===== src/rtl/rv_stim_pkg.sv =====
// rv_stim_pkg: shared encodings, class/state enums and class resolution for the stimulus generator
package rv_stim_pkg;
   localparam logic [6:0] OP_R = 7'b0110011;
   localparam logic [6:0] OP_I = 7'b0010011;
   localparam logic [6:0] OP_LOAD = 7'b0000011;
   localparam logic [31:0] NOP_INSTR = 32'h0000_0013;
   localparam logic [6:0] F7_ZERO = 7'b0000000;
   localparam logic [6:0] F7_ALT = 7'b0100000;
   localparam logic [31:0] LFSR_TAPS = 32'h8020_0003;
   typedef enum logic [1:0] {CLS_R, CLS_I, CLS_LOAD} cls_t;
   typedef enum logic [1:0] {S_RESET, S_WARMUP, S_RUN, S_DONE} state_t;
   // Disabled classes step round-robin R->I->L->R; scanning downward lets the nearest enabled class win.
   function automatic cls_t resolve_cls(input logic [1:0] raw, input logic [2:0] mask);
      logic [1:0] base, k;
      cls_t c;
      base = raw == 2'd3 ? 2'd0 : raw;
      c = CLS_R;
      for (int i = 2; i >= 0; i--) begin
         k = 2'((int'(base) + i) % 3);
         if (mask[k]) c = cls_t'(k);
      end
      return c;
   endfunction
endpackage


===== src/rtl/rv_stim_encode.sv =====
// rv_stim_encode: combinational LFSR state + class -> legal RV32I instruction word
module rv_stim_encode
   import rv_stim_pkg::*;
#(
   parameter int unsigned NUM_REGS = 32,
   parameter int unsigned DMEM_BYTES = 64
) (
   input  logic [29:0] s,
   input  cls_t        cls,
   output logic [31:0] word
);
   localparam logic [4:0] REG_MASK = 5'(NUM_REGS - 1);
   localparam logic [11:0] ADDR_MASK = 12'(DMEM_BYTES - 1);
   logic [4:0] rd, rs1, rs2;
   logic [2:0] f3, ld_f3;
   logic [11:0] imm, imm_i, imm_l;
   logic [6:0] f7;
   logic alt;
   always_comb begin
      rd = s[4:0] & REG_MASK;
      rs1 = s[9:5] & REG_MASK;
      rs2 = s[14:10] & REG_MASK;
      f3 = s[17:15];
      imm = s[29:18];
      alt = s[29];
      f7 = alt && (f3 == 3'd0 || f3 == 3'd5) ? F7_ALT : F7_ZERO;
      imm_i = f3 == 3'd1 ? {F7_ZERO, imm[4:0]} : f3 == 3'd5 ? {alt ? F7_ALT : F7_ZERO, imm[4:0]} : imm;
      // Loads are naturally aligned: LW clears imm[1:0], LH clears imm[0].
      ld_f3 = s[16] ? (s[15] ? 3'b001 : 3'b010) : (s[15] ? 3'b100 : 3'b000);
      imm_l = imm & ADDR_MASK & (s[16] ? (s[15] ? 12'hffe : 12'hffc) : 12'hfff);
      word = cls == CLS_R ? {f7, rs2, rs1, f3, rd, OP_R}
           : cls == CLS_I ? {imm_i, rs1, f3, rd, OP_I}
           : {imm_l, 5'd0, ld_f3, rd, OP_LOAD};
   end
endmodule


===== src/rtl/rv_stim_instr_gen.sv =====
// rv_stim_instr_gen: seedable pseudo-random RV32I instruction stream with warm-up NOPs,
// valid/ready handshake and an optional instruction budget.
module rv_stim_instr_gen
   import rv_stim_pkg::*;
#(
   parameter logic [31:0] SEED = 32'h0000_0070,
   parameter int unsigned NUM_REGS = 32,
   parameter logic [2:0] MODE_MASK = 3'b111,
   parameter int unsigned DMEM_BYTES = 64,
   parameter int unsigned WARMUP_NOPS = 2,
   parameter int unsigned INSTR_COUNT = 0
) (
   input  logic        clk,
   input  logic        reset,
   input  logic        instr_ready,
   output logic        instr_valid,
   output logic [31:0] instr,
   output logic        done,
   output logic [31:0] instr_count
);
   localparam logic [31:0] SEED_INIT = SEED == 32'd0 ? 32'h1 : SEED;
   state_t state, nxt_state;
   logic [31:0] lfsr, nxt_lfsr, warm_cnt, enc_word;
   logic acc, adv;
   cls_t cls;
   assign acc = instr_valid && instr_ready;
   assign adv = acc && (state == S_WARMUP || state == S_RUN);
   assign cls = resolve_cls(nxt_lfsr[31:30], MODE_MASK);
   always_comb begin
      nxt_lfsr = adv ? {1'b0, lfsr[31:1]} ^ (lfsr[0] ? LFSR_TAPS : 32'd0) : lfsr;
      nxt_state = state;
      if (state == S_RESET) nxt_state = WARMUP_NOPS == 0 ? S_RUN : S_WARMUP;
      else if (acc && state == S_WARMUP && warm_cnt == WARMUP_NOPS - 1) nxt_state = S_RUN;
      else if (acc && state == S_RUN && INSTR_COUNT != 0 && instr_count == INSTR_COUNT - 1) nxt_state = S_DONE;
   end
   // The word is encoded from the next LFSR state so it is registered alongside the state change.
   rv_stim_encode #(.NUM_REGS(NUM_REGS), .DMEM_BYTES(DMEM_BYTES)) u_encode (
      .s(nxt_lfsr[29:0]),
      .cls(cls),
      .word(enc_word)
   );
   always_ff @(posedge clk) begin
      if (reset) begin
         state <= S_RESET;
         lfsr <= SEED_INIT;
         warm_cnt <= 32'd0;
         instr <= NOP_INSTR;
         instr_valid <= 1'b0;
         done <= 1'b0;
         instr_count <= 32'd0;
      end else begin
         state <= nxt_state;
         lfsr <= nxt_lfsr;
         instr_valid <= 1'b1;
         instr <= nxt_state == S_RUN && MODE_MASK != 3'b000 ? enc_word : NOP_INSTR;
         done <= nxt_state == S_DONE;
         if (acc && state == S_WARMUP) warm_cnt <= warm_cnt + 32'd1;
         if (acc && state == S_RUN && instr_count != 32'hffff_ffff) instr_count <= instr_count + 32'd1;
      end
   end
endmodule


===== config.mk =====
export PLATFORM = sky130hd
export DESIGN_NAME = rv_stim_instr_gen
export DESIGN_NICKNAME = d
export VERILOG_FILES = /design/src/rtl/rv_stim_pkg.sv /design/src/rtl/rv_stim_encode.sv /design/src/rtl/rv_stim_instr_gen.sv
export SDC_FILE = /design/constraint.sdc
export NUM_CORES = 1
export LEC_CHECK = 0
export BUFFER_PORTS_ARGS = -buffer_cell sky130_fd_sc_hd__buf_4
export CORE_MARGIN = 8
export CORE_UTILIZATION = 44
export DETAILED_ROUTE_END_ITERATION = 12
export GPL_ROUTABILITY_DRIVEN = 0
export PLACE_DENSITY = 0.66
export SLEW_MARGIN = 20
export SYNTH_ARGS = -nofsm -noshare
export SYNTH_HDL_FRONTEND = slang
export SYNTH_SLANG_ARGS = --single-unit

===== constraint.sdc =====
create_clock -name clk -period 2.6 [get_ports clk]
set_input_delay 0.39 -clock clk [delete_from_list [all_inputs] [get_ports clk]]
set_output_delay 0.39 -clock clk [all_outputs]
set_load 0.02 [all_outputs]

-- After elaboration in Yosys (flattened, before gate mapping)
Index checks and enable logic that the tools add are counted.
- register bits: 132
- input bits: 3
- output and inout port bits: 66
- logic and storage cells: 71
- $add $sub $neg: 4
- div/mod/pow operators: 3
- magnitude comparators: 3
- equality and inequality tests: 10
- mux-type cells: 26
- bitwise logic cells: 3
- reductions and logical operators: 14
- operators by type and width (operator ; number):
    32-bit 2-to-1 mux ; 4
    32-bit by 1-bit adder with 32-bit output, second input constant ; 2
    32-bit by 3-bit modulo with 32-bit output, second input constant ; 2
    12-bit 2-to-1 mux ; 3
    32-bit by 1-bit == test with 1-bit output, second input constant ; 1
    3-bit by 3-bit modulo with 32-bit output, second input constant ; 1
    32-bit inequality test, second input constant ; 1
    31-bit by 32-bit XOR with 32-bit output ; 1
    2-bit 2-to-1 mux ; 8
    6-bit by 12-bit AND with 12-bit output ; 1
    6-bit 2-to-1 mux ; 2
    2-bit by 3-bit < comparator with 1-bit output, second input constant ; 3
    2-bit == test, second input constant ; 4
    1-bit logical AND ; 7
    1-bit binary-select mux with 2-bit select ; 3
    3-bit 2-to-1 mux ; 2
    2-bit by 1-bit == test with 1-bit output, second input constant ; 2
    2-bit zero test ; 2
    1-bit 2-to-1 mux ; 4
    2-bit by 1-bit adder with 3-bit output, second input constant ; 1
    2-bit by 2-bit adder with 3-bit output, second input constant ; 1
    3-bit by 1-bit == test with 1-bit output, second input constant ; 1
    3-bit == test, second input constant ; 1
    3-bit zero test ; 1
    4 further kinds ; 5

-- Logic depth before layout (Yosys ltp)
Gate-level depths: netlist of the first run.
- depth after elaboration: 16
- mapped depth: 13
- depth with buffers taken out: 10

-- Modules after synthesis
A second synthesis of the first run with hierarchy kept.
- cells, all modules: 687
- area total of the unflattened synthesis: 5855.6 um^2
- modules (own cells, without submodules) (module ; instances ; cells an instance ; area an instance (um^2) ; seq. area each (um^2)):
    rv_stim_instr_gen ; 1 ; 640 ; 5512.8 ; 2642.5
    rv_stim_encode ; 1 ; 47 ; 342.8 ; 0.0

-- Worst setup path after synthesis of the first run
No wires, ideal clock.
- kind: register -> register
- from: register state[0]
- to: register instr[14]
- setup time: 79 ps
- arrival time: 2760 ps
- data required time: 2521 ps
- path slack: -240 ps
- cell stages (with the launch flop): 12
- clock period less this slack: 2840 ps
- path through: dfxtp_1 inv_1 ha_1 nand3_1 clkbuf_1 clkbuf_1 nand2_1 nand2_1 ha_1 nor2_1 and3b_1 a211oi_2
- longest elaborated chain between the ends: 16
- RTL lines (what ; RTL line ; RTL):
    from (decl) ; rv_stim_instr_gen.sv:22 ; state_t state, nxt_state;
    from (signal assigned) ; rv_stim_instr_gen.sv:52 ; state <= nxt_state;
    2-bit by 1-bit == test with 1-bit output / 2-bit == test (equally long branches) ; rv_stim_instr_gen.sv:27 ; assign adv = acc && (state == S_WARMUP || state == S_RUN);
    1-bit logical OR * ; rv_stim_instr_gen.sv:27 ;
    1-bit logical AND * ; rv_stim_instr_gen.sv:27 ;
    32-bit 2-to-1 mux * ; rv_stim_instr_gen.sv:30 ; nxt_lfsr = adv ? {1'b0, lfsr[31:1]} ^ (lfsr[0] ? LFSR_TAPS : 32'd0) : lfsr;
    via nxt_lfsr[30] ; rv_stim_instr_gen.sv:23 ; logic [31:0] lfsr, nxt_lfsr, warm_cnt, enc_word;
    2-bit == test ; rv_stim_pkg.sv:16 ; base = raw == 2'd3 ? 2'd0 : raw;
    2-bit 2-to-1 mux * ; rv_stim_pkg.sv:16 ;
    2-bit by 2-bit adder with 3-bit output ; rv_stim_pkg.sv:19 ; k = 2'((int'(base) + i) % 3);
    32-bit by 3-bit modulo with 32-bit output ; rv_stim_pkg.sv:19 ;
    1-bit binary-select mux with 2-bit select ; rv_stim_pkg.sv:20 ; if (mask[k]) c = cls_t'(k);
    1-bit 2-to-1 mux (not written as such) ; rv_stim_pkg.sv:20 ;
    2-bit 2-to-1 mux (2 in a row) ; rv_stim_pkg.sv:20 ;
    2-bit 2-to-1 mux * ; rv_stim_pkg.sv:20 ;
    2-bit by 1-bit == test with 1-bit output ; rv_stim_encode.sv:32 ; : cls == CLS_I ? {imm_i, rs1, f3, rd, OP_I}
    32-bit 2-to-1 mux ; rv_stim_encode.sv:32 ;
    32-bit 2-to-1 mux * ; rv_stim_encode.sv:31 ; word = cls == CLS_R ? {f7, rs2, rs1, f3, rd, OP_R}
    to (signal assigned) ; rv_stim_instr_gen.sv:55 ; instr <= nxt_state == S_RUN && MODE_MASK != 3'b000 ? enc_word : NOP_INSTR;
    to (decl) ; rv_stim_instr_gen.sv:17 ; output logic [31:0] instr,
The timed path passes the listed nets; every way through them passes the cells marked *. The select of a mux whose other input is x is not followed.
A chain may end at the register's enable or synchronous reset.

-- Worst setup path after layout of the first run
- from: register state[0]
- to: register instr[29]
- longest elaborated chain between the ends: 16
- RTL lines (what ; RTL line):
    2-bit by 1-bit == test with 1-bit output / 2-bit == test (equally long branches) ; rv_stim_instr_gen.sv:27, rv_stim_instr_gen.sv:33
    1-bit logical OR ; rv_stim_instr_gen.sv:27
    1-bit logical AND ; rv_stim_instr_gen.sv:27
    32-bit 2-to-1 mux ; rv_stim_instr_gen.sv:30
    2-bit == test ; rv_stim_pkg.sv:16
    2-bit 2-to-1 mux ; rv_stim_pkg.sv:16
    2-bit by 2-bit adder with 3-bit output ; rv_stim_pkg.sv:19
    32-bit by 3-bit modulo with 32-bit output ; rv_stim_pkg.sv:19
    1-bit binary-select mux with 2-bit select ; rv_stim_pkg.sv:20
    1-bit 2-to-1 mux (not written as such) ; rv_stim_pkg.sv:20
    2-bit 2-to-1 mux (3 in a row) ; rv_stim_pkg.sv:20
    2-bit by 1-bit == test with 1-bit output ; rv_stim_encode.sv:32
    32-bit 2-to-1 mux ; rv_stim_encode.sv:32
    32-bit 2-to-1 mux ; rv_stim_encode.sv:31
Parallel ways exist; a longest one is shown, timed or not. The select of a mux whose other input is x is not followed.

==> metrics.cfg, run 1 <==
[outcome]
status = completed

[global_route]
grt_use_total_pct = 16.9
grt_first_pass_wirelength_mm = 22.5
grt_max_degree = 41
antenna_found_initial = 0
grt_pass1_vias = 4615
grt-ovfl-total = 0

[floorplan]
initial_utilization_pct = 44.6
die_height_um = 128
die_area_um2 = 16500
die_width_um = 128
rows = 41
core_area_um2 = 12500
ios = 69

[sta]
setup_viol = 0
hold_ws_ns = 0.398
setup-tns-final_ns = 0
setup_slack_ns = 0.229
fin_crit_sh_pct = 91.2
period_minus_slack_ns = 2.37
max-slew-margin-rel_pct = 36.1
tightestPinTransition_ns = 0.943
skew_ns = 0.00914
grt_setup_unrepaired = no
fmax_mhz = 422
hold_viol = 0
slew_violations = 0

[synth]
ys_seq_area_share_pct = 45.7
ys_types = 51
ys_warn_count = 0
yosys.area.top_type = dfxtp_1
synth_top_cell_area_share_pct = 45.7
synth-edff-count = 0
syn_area_um2 = 5560
synth.area.top_cells = dfxtp_1 46%, nor2_1 5.1%, a21oi_1 4.2%
syn_inst = 643
yosysMostFrequentCell = dfxtp_1
synth_async_sr_flop_share_pct = 0
avgSynthCellArea_um2 = 8.64
synth-seq-cells = 127
synth_common_cells = 127 x dfxtp_1, 76 x nor2_1, 57 x nand2_1, 47 x a21oi_1, 29 x or3_1
ys.flop_type = dfxtp_1

[cts]
clkLatencyLatePin_ns = 0.42
cts_tree = yes
clkSinkCount = 127
cts_buffers = 17
clk_path_buf_depth = 2
cts-htree-levels = 4
post_cts_buffers = 0
clk_pin_slew_ns = 0.06
root_buffer = clkbuf_16

[routing]
drt_iter0_drc = 403
via_per_inst = 5.43
ant_nets = 0
drt-pass1-iter-count = 5
totalWireLength_mm = 13.3
vias = 4836
drc = 0
wl_per_cell_um = 14.9

[finish]
syn_to_final_growth_pct = 23.2
nets = 716
fillers = 1144
layout-drive-gt1-share_pct = 18.4
finalNonFillerCells = 891
n_antenna_cell = 0

[setup_path]
reg2reg_from = state[0]
cp-end-kind = flip-flop
cpMaxStageDelayCell = ha_1
worstSetupPathType = flip-flop to flip-flop
max_stage_delay_ns = 0.35
reg2reg_setup_slack_ns = 0.23
crit_buf_inv = 1
crit_chain = inv_1 > ha_1 > and3_1 > mux2i_1 > ha_4 > nor2b_1 > nand4_1 > nor2_1
r2r_end = instr[29]
worst_ep_required_time_ns = 2.95
worst-r2r-cell-count = 8
cp-start-kind = flip-flop
arrival_ns = 2.72
cp_max_fo = 13
crit_family = simple AND/OR/NAND/NOR gates

[power_and_ir_drop]
leakage_nw = 2.53
p_int_mw = 3.64
p_comb_share_pct = 2.2
peakVddDrop_v = 0.000525
sw_frac_of_total_pct = 20.7
power_mw = 4.59
p_sw_uw = 951
p_clk_share_pct = 55.1
pwr-share-seq_pct = 42.8
power_density_nw_per_um2 = 670

[placed_design]
dp_hpwl_mm = 9.23
dp_slack_ns = 0.124
place_inst = 859
port_buffers = 63

[min_path]
hold_path_depth = 2
hp-start = reset
whs_endpoint = instr_count[24]
hold_class = primary input to flip-flop

[job]
cap_violations = 0

## state kept, by name, indices dropped and copies added, names as in the netlist
signal	flops
lfsr	32
done	1
instr_count	32
warm_cnt	32
state	2
instr	27
instr_valid	1
## layout make-up
type / count / area, µm² / share of cell area (%)
multi-input cells: 464 / 2800 / 40.9
flip-flops and latches: 127 / 2540 / 37.1
repair buffers: 77 / 578 / 8.44
clock buffers: 19 / 453 / 6.62
well taps: 172 / 215 / 3.14
clock inverters: 13 / 185 / 2.71
inverters: 19 / 71.3 / 1.04
## how the worst max path moves through the flow
stage,start,cells past startpoint,slack [ns],to
6_report,state[0],8,0.23,instr[29]
5_1_grt,state[0],8,0.004,instr[31]
4_1_cts,state[0],8,0.09,instr[12]
3_5_place_dp,state[0],8,0.12,instr[12]
3_3_place_gp,state[0],8,0.18,instr[12]
2_1_floorplan,state[0],10,0.06,instr[14]
## timing repair
action | 4_1_cts | 5_1_grt
hold buffers | 0 | 0
endpoints found under the setup margin | 0 | 7
resized for setup | 0 | 2
## cells in the final DEF (no fill, tap or decap), types with 3 or more instances in the layout
cell type,n
clkinv_2,3
nand3_1,26
nand2_1,57
inv_1,19
or3_1,29
a21oi_1,47
nand4_1,20
bufinv_16,4
nor2_1,76
ha_1,6
o31ai_1,3
o21ai_0,27
nor4_1,27
conb_1,5
mux2_2,7
o21a_1,3
buf_4,77
xnor2_1,25
clkbuf_16,17
and2_1,6
mux2i_1,18
and3_1,7
dfxtp_1,127
and4_1,9
nor2b_1,9
nor3_1,16
a211oi_1,3
a211oi_2,4
xor2_1,3
or2_2,4
## power by group through the flow
stage	sequential (mW)	clock (mW)	combinational, mW
after global placement	2.00	0	0.0966
after detailed placement	2.00	0	0.0982
final	1.96	2.53	0.0987
after CTS	1.96	2.58	0.0989
after floorplan	2.00	0	0.0798
after global routing	1.96	2.67	0.110
## cells by family (layout without fill, tap and decap cells)
group | count (synthesis) | in the layout | synth area share (%)
buf+inv | 55 | 128 | 4.30
xor+xnor | 28 | 28 | 4.41
flops | 127 | 127 | 45.7
other cells | 2 | 5 | 0.135
mux | 25 | 25 | 4.66
fa+ha+maj | 7 | 7 | 1.58
compound gates | 99 | 99 | 11.0
simple gates | 300 | 300 | 28.2
## metal layers
metal / routed length [µm] / share of wire, % / vias to the layer above / track usage (%)
met3: 735 / 5.5 / 19 / 6.25
met5: 0 / 0 / - / 0
li1: - / - / 2419 / -
met1: 5890 / 44 / 2299 / 20.2
met2: 6450 / 49 / 99 / 27.1
met4: 198 / 1.5 / 0 / 6.43
## stage by stage
stage	utilization (%)	cell area, µm²
after floorplan	-	5570
after global placement	49.7	6190
after detailed placement	49.7	6190
after CTS	54.8	6830
after global routing	54.9	6850
final	54.9	6850
## worst register-to-register path, cell delays in order (launching register included)
cell	delay [ns]
dfxtp_1	0.33
inv_1	0.10
ha_1	0.35
and3_1	0.27
mux2i_1	0.35
ha_4	0.30
nor2b_1	0.17
nand4_1	0.24
nor2_1	0.18
(Power assumes the default switching activity.)
==> run 2: changes to the inputs <==
--- a/config.mk
+++ b/config.mk
@@ -10,8 +10,8 @@
 export CORE_UTILIZATION = 44
 export DETAILED_ROUTE_END_ITERATION = 12
 export GPL_ROUTABILITY_DRIVEN = 0
-export PLACE_DENSITY = 0.66
-export SLEW_MARGIN = 20
+export PLACE_DENSITY = 0.7
+export SLEW_MARGIN = 25
 export SYNTH_ARGS = -nofsm -noshare
 export SYNTH_HDL_FRONTEND = slang
 export SYNTH_SLANG_ARGS = --single-unit
==> metrics.cfg, run 2 (synthesis gave the netlist of run 1 again) <==
[global_route]
grt_use_total_pct = 16.2  ; was 16.9%
antenna_found_initial = 0  ; unchanged
grt_pass1_vias = 4567  ; was 4615
grt_first_pass_wirelength_mm = 21.6  ; was 22.5 mm
grt-ovfl-total = 0  ; unchanged
grt_max_degree = 48  ; was 41

[routing]
vias = 4831  ; was 4836
drt-pass1-iter-count = 4  ; was 5
wl_per_cell_um = 14.5  ; was 14.9 µm
drt_iter0_drc = 386  ; was 403
totalWireLength_mm = 12.9  ; was 13.3 mm
drc = 0  ; unchanged
via_per_inst = 5.43  ; about the same
ant_nets = 0  ; unchanged

[finish]
final_cell_mix = 127 x dfxtp_1, 76 x nor2_1, 76 x buf_4  ; was 127 x dfxtp_1, 77 x buf_4, 76 x nor2_1
n_antenna_cell = 0  ; unchanged
finalNonFillerCells = 890  ; was 891
fin_util_pct = 54.7  ; was 54.9%
multiInputGateArea_um2 = 2800  ; about the same
fillers = 1135  ; was 1144
biggestRegsByFlops = instr_count x32, lfsr x32, warm_cnt x32  ; unchanged
layout-drive-gt1-share_pct = 18.4  ; about the same
syn_to_final_growth_pct = 22.7  ; was 23.2%
register_area_um2 = 2540  ; unchanged
layout_commonest_cell = dfxtp_1  ; unchanged
nets = 715  ; was 716

[setup_path]
worst_ep_required_time_ns = 2.94  ; was 2.95 ns
worst-r2r-cell-count = 8  ; unchanged
arrival_ns = 2.75  ; was 2.72 ns
crit_start = state[0]  ; unchanged
reg2reg_from = state[0]  ; unchanged
cp_max_fo = 13  ; unchanged
worstSetupPathType = flip-flop to flip-flop  ; unchanged
cp-end-kind = flip-flop  ; unchanged
cp-start-kind = flip-flop  ; unchanged

[cts]
root_buffer = clkbuf_16  ; unchanged
clkSinkCount = 127  ; unchanged
cts_tree = yes  ; unchanged
clk_pin_slew_ns = 0.06  ; about the same
post_cts_buffers = 0  ; unchanged
cts_hold_buf = 0  ; unchanged
clk_path_buf_depth = 2  ; unchanged
clkLatencyLatePin_ns = 0.42  ; about the same
cts-htree-levels = 4  ; unchanged
cts_buffers = 17  ; unchanged

[power_and_ir_drop]
pwr-share-seq_pct = 43.7  ; was 42.8%
sw_frac_of_total_pct = 21.5  ; was 20.7%
power_density_nw_per_um2 = 658  ; was 670 nW/µm²
leakage_nw = 2.51  ; was 2.53 nW
p_comb_share_pct = 2.2  ; about the same
p_sw_uw = 965  ; was 951 µW
peakVddDrop_v = 0.000462  ; was 0.000525 V
p_clk_share_pct = 54.2  ; was 55.1%
p_int_mw = 3.53  ; was 3.64 mW

[sta]
slew_violations = 0  ; unchanged
tightestPinTransition_ns = 0.966  ; was 0.943 ns
grt_setup_unrepaired = no  ; unchanged
setup-tns-final_ns = 0  ; unchanged
fmax_mhz = 416  ; was 422 MHz
max-slew-margin-rel_pct = 34.6  ; was 36.1%
period_minus_slack_ns = 2.40  ; was 2.37 ns
fin_crit_sh_pct = 92.5  ; was 91.2%
skew_ns = 0.00734  ; was 0.00914 ns
hold_viol = 0  ; unchanged
setup_viol = 0  ; unchanged

[floorplan]
core_area_um2 = 12500  ; unchanged
die_height_um = 128  ; unchanged
rows = 41  ; unchanged
die_area_um2 = 16500  ; unchanged
initial_utilization_pct = 44.6  ; unchanged
die_width_um = 128  ; unchanged
ios = 69  ; unchanged

[min_path]
hp-start = instr_ready  ; was reset
hold_path_depth = 4  ; was 2
hold_class = primary input to flip-flop  ; unchanged

[placed_design]
port_buffers = 63  ; unchanged
dp_hpwl_mm = 9.01  ; was 9.23 mm
place_inst = 858  ; was 859

[outcome]
status = completed  ; unchanged

[job]
cap_violations = 0  ; unchanged

-- run 2: cell types whose count changed in the layout (fill, tap and decap cells not counted) --
| cell | before | now |
|---|---|---|
| and3_1 | 7 | 6 |
| clkinv_4 | 2 | 6 |
| clkinv_2 | 3 | 1 |
| and3_2 | 0 | 1 |
| clkbuf_8 | 2 | 1 |
| clkinvlp_4 | 2 | 1 |
| buf_4 | 77 | 76 |
| bufinv_16 | 4 | 3 |
| inv_6 | 2 | 3 |
-- run 2: power groups by stage --
stage | Clock, mW | Combinational (mW) | Sequential [mW]
3_3_place_gp | 0 | 0.0947 | 2.00
6_report | 2.43 | 0.0975 | 1.96
3_5_place_dp | 0 | 0.0962 | 2.00
5_1_grt | 2.58 | 0.107 | 1.96
2_1_floorplan | 0 | 0.0798 | 2.00
4_1_cts | 2.48 | 0.0975 | 1.96
-- run 2: metrics by stage --
stage | hold slack, ns | power, mW | worst slack, ns | cell area, µm²
2_1_floorplan | 0.444 | 2.08 | 0.0592 | 5570
3_3_place_gp | 0.455 | 2.10 | 0.145 | 6190
3_5_place_dp | 0.464 | 2.10 | -0.00589 | 6190
4_1_cts | 0.362 | 4.53 | 0.0750 | 6810
5_1_grt | 0.377 | 4.65 | 0.00785 | 6820
6_report | 0.375 | 4.49 | 0.195 | 6820
-- run 2: layout make-up --
class / instances / share of cell area, %
multi-input combinational: 464 / 41.1
sequential: 127 / 37.3
timing repair buffer: 76 / 8.36
clock buffer: 18 / 6.44
tap: 172 / 3.15
clock inverter: 14 / 2.66
inverter: 19 / 1.05
-- run 2: per-layer routing --
metal,wire (µm),GRT usage (%),share of wire [%],vias up
met5,0,0,0,-
met4,206,6.15,1.6,0
met3,901,5.30,7.0,19
met2,6170,26.4,48,125
met1,5680,19.5,44,2286
li1,-,-,-,2401
-- run 2: worst paths after layout --
kind	to	slack (ns)
setup reg to reg	instr[29]	0.20
hold reg to reg	lfsr[8]	0.47
hold / removal	lfsr[30]	0.38
setup / recovery	instr[29]	0.20
-- run 2: what timing repair did --
action,in CTS,in global routing
endpoints found under the setup margin,1,8
pin swaps,0,1
gates resized for setup,1,2
-- run 2: worst max-delay path, stage by stage (launching register included) --
cell and delay [ns]:
dfxtp_1 0.34, inv_1 0.12, ha_1 0.35, and3_2 0.27
mux2i_1 0.36, ha_4 0.31, nor2b_1 0.18, nand4_1 0.23
nor2_1 0.19
